<file path="src/rtl/conv_ifmap_addr_gen_v2.sv">
// Dual-port ifmap address generator: walks every output window of every pass and
// presents two kernel-tap addresses per beat over a valid/ready handshake.
module conv_ifmap_addr_gen_v2 #(
  parameter int ADDR_W     = 12,
  parameter int FM_W       = 5,
  parameter int FM_H       = 5,
  parameter int K          = 3,
  parameter int STRIDE     = 1,
  parameter int PAD        = 0,
  parameter int CH_PER_MEM = 1,
  parameter int MEM_GROUPS = 1,
  parameter int PASSES     = 1,
  localparam int MS_W      = (MEM_GROUPS > 1) ? $clog2(MEM_GROUPS) : 1
) (
  input  logic              clk,
  input  logic              reset,
  input  logic              start_i,
  input  logic              ready_i,
  output logic              valid_o,
  output logic [ADDR_W-1:0] addr_a_o,
  output logic [ADDR_W-1:0] addr_b_o,
  output logic              pad_a_o,
  output logic              pad_b_o,
  output logic              b_valid_o,
  output logic [MS_W-1:0]   mem_sel_o,
  output logic              window_last_o,
  output logic              frame_last_o,
  output logic              busy_o,
  output logic              done_o,
  output logic [1:0]        dbg_state_o
);

  // Handshake: a beat transfers on a rising edge where valid_o && ready_i; while
  // valid_o && !ready_i every beat output holds; ready_i is ignored while valid_o=0.

  localparam int OW    = (FM_W + 2 * PAD - K) / STRIDE + 1;
  localparam int OH    = (FM_H + 2 * PAD - K) / STRIDE + 1;
  localparam int TAPS  = K * K;
  localparam int BEATS = (TAPS + 1) / 2;
  localparam int CW    = 16;
  localparam int SW    = ADDR_W + 2;

  typedef enum logic [1:0] {
    S_IDLE = 2'd0,
    S_RUN  = 2'd1,
    S_DONE = 2'd2
  } state_e;

  typedef struct packed {
    logic              pad;
    logic [ADDR_W-1:0] addr;
  } tap_t;

  state_e        state_q, state_d;
  logic [CW-1:0] n_q, n_d;
  logic [CW-1:0] ch_q, ch_d;
  logic [CW-1:0] grp_q, grp_d;
  logic [CW-1:0] j_q, j_d;
  logic [CW-1:0] i_q, i_d;
  logic [CW-1:0] pass_q, pass_d;

  logic n_last, ch_last, grp_last, j_last, i_last, pass_last;
  logic win_last, frm_last;
  logic run;
  logic [CW-1:0] tap_a_idx, tap_b_idx;
  logic b_exists;
  tap_t tap_a, tap_b;

  // Row/column are signed so taps above or left of the map fall into padding.
  function automatic tap_t tap_addr(input logic [CW-1:0] t, input logic [CW-1:0] i,
                                    input logic [CW-1:0] j, input logic [CW-1:0] ch);
    logic signed [SW-1:0] row;
    logic signed [SW-1:0] col;
    tap_t r;
    row = SW'(i * STRIDE) + SW'(t / K) - SW'(PAD);
    col = SW'(j * STRIDE) + SW'(t % K) - SW'(PAD);
    r.pad = row[SW-1] || (row >= SW'(FM_H)) || col[SW-1] || (col >= SW'(FM_W));
    r.addr = r.pad ? '0 : ADDR_W'(ch * FM_W * FM_H) + ADDR_W'(row * FM_W) + ADDR_W'(col);
    return r;
  endfunction

  assign n_last    = (n_q == CW'(BEATS - 1));
  assign ch_last   = (ch_q == CW'(CH_PER_MEM - 1));
  assign grp_last  = (grp_q == CW'(MEM_GROUPS - 1));
  assign j_last    = (j_q == CW'(OW - 1));
  assign i_last    = (i_q == CW'(OH - 1));
  assign pass_last = (pass_q == CW'(PASSES - 1));
  assign win_last  = n_last && ch_last && grp_last;
  assign frm_last  = win_last && j_last && i_last && pass_last;

  always_ff @(posedge clk or posedge reset) begin
    if (reset) begin
      state_q <= S_IDLE;
      n_q     <= '0;
      ch_q    <= '0;
      grp_q   <= '0;
      j_q     <= '0;
      i_q     <= '0;
      pass_q  <= '0;
    end else begin
      state_q <= state_d;
      n_q     <= n_d;
      ch_q    <= ch_d;
      grp_q   <= grp_d;
      j_q     <= j_d;
      i_q     <= i_d;
      pass_q  <= pass_d;
    end
  end

  always_comb begin
    state_d = state_q;
    n_d     = n_q;
    ch_d    = ch_q;
    grp_d   = grp_q;
    j_d     = j_q;
    i_d     = i_q;
    pass_d  = pass_q;
    case (state_q)
      S_IDLE: begin
        if (start_i) begin
          state_d = S_RUN;
          n_d     = '0;
          ch_d    = '0;
          grp_d   = '0;
          j_d     = '0;
          i_d     = '0;
          pass_d  = '0;
        end
      end
      S_RUN: begin
        if (ready_i) begin
          // Odometer advance; on the final beat every counter wraps back to 0.
          if (!n_last) begin
            n_d = n_q + 1'b1;
          end else begin
            n_d = '0;
            if (!ch_last) begin
              ch_d = ch_q + 1'b1;
            end else begin
              ch_d = '0;
              if (!grp_last) begin
                grp_d = grp_q + 1'b1;
              end else begin
                grp_d = '0;
                if (!j_last) begin
                  j_d = j_q + 1'b1;
                end else begin
                  j_d = '0;
                  if (!i_last) begin
                    i_d = i_q + 1'b1;
                  end else begin
                    i_d    = '0;
                    pass_d = pass_last ? '0 : pass_q + 1'b1;
                  end
                end
              end
            end
          end
          if (frm_last) state_d = S_DONE;
        end
      end
      S_DONE:  state_d = S_IDLE;
      default: state_d = S_IDLE;
    endcase
  end

  assign run       = (state_q == S_RUN);
  assign tap_a_idx = {n_q[CW-2:0], 1'b0};
  assign tap_b_idx = {n_q[CW-2:0], 1'b1};
  assign b_exists  = (tap_b_idx < CW'(TAPS));

  always_comb begin
    tap_a = tap_addr(tap_a_idx, i_q, j_q, ch_q);
    tap_b = tap_addr(tap_b_idx, i_q, j_q, ch_q);
  end

  // Beat outputs decode straight from registered counters, zeroed outside RUN.
  assign valid_o       = run;
  assign addr_a_o      = run ? tap_a.addr : '0;
  assign pad_a_o       = run && tap_a.pad;
  assign b_valid_o     = run && b_exists;
  assign addr_b_o      = (run && b_exists) ? tap_b.addr : '0;
  assign pad_b_o       = run && b_exists && tap_b.pad;
  assign mem_sel_o     = run ? grp_q[MS_W-1:0] : '0;
  assign window_last_o = run && win_last;
  assign frame_last_o  = run && frm_last;
  assign busy_o        = (state_q != S_IDLE);
  assign done_o        = (state_q == S_DONE);
  assign dbg_state_o   = state_q;

endmodule
</file>
<file path="config.mk">
export PLATFORM = sky130hd
export DESIGN_NAME = conv_ifmap_addr_gen_v2
export DESIGN_NICKNAME = d
export VERILOG_FILES = /design/src/rtl/conv_ifmap_addr_gen_v2.sv
export SDC_FILE = /design/constraint.sdc
export NUM_CORES = 1
export LEC_CHECK = 0
export ABC_CLOCK_PERIOD_IN_PS = 14700
export BUFFER_PORTS_ARGS = -buffer_cell sky130_fd_sc_hd__clkbuf_2
export CAP_MARGIN = 20
export CORE_MARGIN = 8
export CORE_UTILIZATION = 50
export CTS_BUF_LIST = sky130_fd_sc_hd__clkbuf_4 sky130_fd_sc_hd__clkbuf_8
export CTS_CLUSTER_DIAMETER = 80
export DETAILED_ROUTE_END_ITERATION = 12
export GPL_TIMING_DRIVEN = 0
export PLACE_DENSITY = 0.66
export SETUP_SLACK_MARGIN = 0.2
export SLEW_MARGIN = 20
export SYNTH_ARGS = -nofsm -noshare
export SYNTH_HDL_FRONTEND = slang
export SYNTH_SLANG_ARGS = --single-unit
</file>
<file path="constraint.sdc">
create_clock -name clk -period 14.7 [get_ports clk]
set_clock_uncertainty 0.2 [all_clocks]
set_input_delay 0.735 -clock clk [delete_from_list [all_inputs] [get_ports clk]]
set_output_delay 0.735 -clock clk [all_outputs]
set_load 0.02 [all_outputs]
</file>
==> tab_implementation.tex <==
\begin{tabular}{lr}
\hline
Metric & Value \\
\hline
\multicolumn{2}{l}{\textbf{STA}} \\
Final Critical Period & 13.96 ns \\
Setup ws final & 0.739 ns \\
Measured slew at the worst slew-check pin & 1.10 ns \\
Total setup violations reported at the end of the flow & 0 \\
Number of pins exceeding their max-slew limit in the final report & 0 \\
Achievable frequency & 71.6 MHz \\
Worst slew margin relative to its limit & 0.260 \\
Final Hold Viols & 0 \\
Unrepaired setup endpoints after global routing & false \\
Portion of the clock cycle consumed by the worst path in the final layout & 0.950 \\
\multicolumn{2}{l}{\textbf{Die}} \\
Core area & 30,500 um\^{}2 \\
Number of top-level pins & 39 \\
Floorplan row count & 64 \\
Height of the chip & 192 um \\
Die outline area & 36,700 um\^{}2 \\
Initial standard-cell utilization of the core & 0.505 \\
Die extent in x & 192 um \\
\multicolumn{2}{l}{\textbf{GRT}} \\
Antenna violations before repair & 0 \\
Total gr overflow & 0 \\
Pin count of the biggest net entering global routing & 60 \\
Total track usage & 0.258 \\
Global-route wire length before repair & 76,800 um \\
Vias in the first global route & 14.7k \\
\multicolumn{2}{l}{\textbf{Worst setup path}} \\
Biggest cell delay along the critical path & 0.55 ns \\
Signal arrival time at the worst endpoint & 13.03 ns \\
Worst Setup Path Type & reg2out \\
Worst path slowest cell & sky130\_fd\_sc\_hd\_\_or4\_4 \\
Required time at the endpoint of the critical path & 13.77 ns \\
Maximum fanout along the worst path & 10 \\
Element type at the critical path start & flop \\
Type of destination of the critical path & output pin \\
\multicolumn{2}{l}{\textbf{Finish}} \\
Area overhead of the layout relative to synthesis & 12.7\% \\
Most common cell after layout, fill and taps aside & sky130\_fd\_sc\_hd\_\_inv\_1 \\
Commonest non-fill, non-tap cells in the layout & sky130\_fd\_sc\_hd\_\_inv\_1 (185), sky130\_fd\_sc\_hd\_\_nand2\_1 (159), sky130\_fd\_sc\_hd\_\_ha\_1 (142) \\
Number of antenna diodes & 0 \\
Post-route insts no fill & 2,481 \\
Final design instance area without fill & 17,400 um\^{}2 \\
Number of nets in the final layout & 2,275 \\
Share of layout cells above drive strength 1 & 0.140 \\
Post-layout util & 0.569 \\
\multicolumn{2}{l}{\textbf{Detailed routing}} \\
Overall via count from detail\_route & 15.3k \\
Wirelength per Cell & 19.3 um \\
\# DRC & 0 \\
Number of vias per cell & 6.18 \\
Sum of routed wire length over all layers & 47,900 um \\
Starting DRC count in detailed routing & 1,217 \\
Count of antenna-violating nets left after detailed routing & 0 \\
Number of detailed-routing iterations run before antenna repair & 7 \\
\multicolumn{2}{l}{\textbf{Synthesis}} \\
Register bit total from synthesis & 98 \\
Mapped Cells & 1,994 \\
Count of distinct cell types in the synthesized netlist & 112 \\
Dominant combinational cell family by area after synthesis & compound AO/OA/AOI/OAI gates \\
Average cell area after synthesis & 7.73 um\^{}2 \\
Synth Net Count & 2,189 \\
Ys async rst share & 1.00 \\
Adder and majority cell fraction of the synthesized area & 0.177 \\
Leading post-synthesis cells by cell area & sky130\_fd\_sc\_hd\_\_dfrtp\_1 (16\%), sky130\_fd\_sc\_hd\_\_ha\_1 (12\%), sky130\_fd\_sc\_hd\_\_xnor2\_1 (6.0\%) \\
Mux contribution to synthesized area & 0.0101 \\
Synth area leader & sky130\_fd\_sc\_hd\_\_dfrtp\_1 \\
Post-synth EDFFs & 0 \\
Area share of xor/xnor cells in the synthesized design & 0.106 \\
Area fraction in compound gates after synthesis & 0.243 \\
Total of warnings raised by yosys & 0 \\
Fraction of the yosys area taken by sequential cells & 0.159 \\
Simple-gate portion of the synthesized area & 0.233 \\
Area share of the largest cell type after synthesis & 0.159 \\
Total standard cell area after synthesis & 15,400 um\^{}2 \\
Dominant register cell in the synthesized netlist & sky130\_fd\_sc\_hd\_\_dfrtp\_1 \\
\multicolumn{2}{l}{\textbf{Clock network}} \\
CTS tree & built \\
Register clock-pin slew on the reported worst setup and hold paths & 0.11 ns \\
Clock latency reported for the late side of the worst-skew pair & 0.39 ns \\
H-tree levels & 3 \\
Cts hold-fix bufs & 0 \\
Clock tree root driver cell & sky130\_fd\_sc\_hd\_\_clkbuf\_8 \\
Number of clock buffers inserted by TritonCTS & 9 \\
Deepest clock path buffer count & 2 \\
Sinks on Clock Net & 98 \\
\multicolumn{2}{l}{\textbf{Run status}} \\
Result of the run & finished, final reports clean \\
\multicolumn{2}{l}{\textbf{Placement}} \\
Post-Place Worst Slack & -0.485 ns \\
Post-Place Cell Area & 16,100 um\^{}2 \\
HPWL after detailed placement & 38,400 um \\
Number of cells after detailed placement & 2,429 \\
Global placer's final weighted congestion & 1.00 \\
Port Buffer Count & 38 \\
\multicolumn{2}{l}{\textbf{Hold path}} \\
Worst hold-check path type & in2async \\
\multicolumn{2}{l}{\textbf{Flow run}} \\
Count of max-cap constraint violations & 0 \\
\hline
\end{tabular}
## Yosys cell counts, types with 19 or more instances
| cell | number |
|---|---|
| sky130_fd_sc_hd__a21o_1 | 34 |
| sky130_fd_sc_hd__a21oi_1 | 134 |
| sky130_fd_sc_hd__a31oi_1 | 26 |
| sky130_fd_sc_hd__and3_1 | 34 |
| sky130_fd_sc_hd__clkbuf_1 | 54 |
| sky130_fd_sc_hd__dfrtp_1 | 98 |
| sky130_fd_sc_hd__fa_1 | 44 |
| sky130_fd_sc_hd__ha_1 | 147 |
| sky130_fd_sc_hd__inv_1 | 186 |
| sky130_fd_sc_hd__nand2_1 | 160 |
| sky130_fd_sc_hd__nand3_1 | 64 |
| sky130_fd_sc_hd__nand4_1 | 34 |
| sky130_fd_sc_hd__nor2_1 | 141 |
| sky130_fd_sc_hd__nor3_1 | 51 |
| sky130_fd_sc_hd__nor4_1 | 35 |
| sky130_fd_sc_hd__o211ai_1 | 19 |
| sky130_fd_sc_hd__o21ai_0 | 118 |
| sky130_fd_sc_hd__o21bai_1 | 49 |
| sky130_fd_sc_hd__or3_1 | 30 |
| sky130_fd_sc_hd__xnor2_1 | 105 |
| sky130_fd_sc_hd__xor2_1 | 77 |
## through the flow
step                TNS, ns  hold slack, ns
floorplan                 0           0.251
global placement     -0.397           0.287
detailed placement   -0.485           0.310
CTS                       0           0.135
global route              0           0.146
finish                    0           0.137
## logic make-up (layout without fill, tap and decap cells)
logic type | count (synthesis) | count (layout)
buffers and inverters | 278 | 369
AND/OR/NAND/NOR | 681 | 681
AO/OA/AOI/OAI | 547 | 547
multiplexers | 15 | 15
flip-flops | 98 | 98
adder cells (fa/ha/maj) | 191 | 191
XOR/XNOR | 184 | 184
## per-layer routing
layer / wire, um / share of wire / GRT usage
met2: 22500 / 0.47 / 0.435
met1: 20800 / 0.43 / 0.329
met3: 2530 / 0.053 / 0.0332
met5: 0 / 0 / 0
met4: 2090 / 0.044 / 0.105
## flip-flops by register name, indices dropped and copies added (netlist names)
| name | flops |
|---|---|
| n_q | 16 |
| ch_q | 16 |
| dbg_state_o | 2 |
| j_q | 16 |
| grp_q | 16 |
| pass_q | 16 |
| i_q | 16 |
## cell type report
class	instances	area [um^2]
Clock inverter	7	58.8
Tap cell	396	495
Multi-Input combinational cell	1618	12600
Sequential cell	98	2450
Timing Repair Buffer	75	503
Inverter	193	741
Clock buffer	9	124
Fill cell	2926	13100
Buffer	85	412
## worst max-delay path, delay by kind of cell (launching register included)
family,cells,cell delay (ns)
xor gates and xnor gates,6,1.06
buffers and inverters,13,1.84
DFF,1,0.38
and+or+nand+nor,11,3.05
muxes,1,0.22
AOI/OAI and AO/OA,19,3.76
adders and majority gates,7,2.33
## worst paths after layout
kind / startpoint / to / slack, ns / depth (start not counted)
hold reg to reg: ch_q[15] / ch_q[15] / 0.33 / 1
hold / removal: reset / dbg_state_o[1] / 0.14 / 2
setup / recovery: n_q[13] / addr_a_o[11] / 0.74 / 57
setup reg to reg: n_q[10] / pass_q[15] / 9.13 / 18
min in group clk: ch_q[15] / ch_q[15] / 0.33 / 1
max in group asynchronous: reset / j_q[11] / 13.56 / 3
## repair_timing
action                                  in CTS  in global routing
endpoints found under the setup margin      12                 15
buffers inserted                            15                 21
pin swaps                                   16                 33
hold endpoints to repair                     0                  0
resized for setup                           49                110
Power is left out: the tool's default activity adds up to more than one toggle a clock period on the data nets, which glitch-free logic cannot reach.
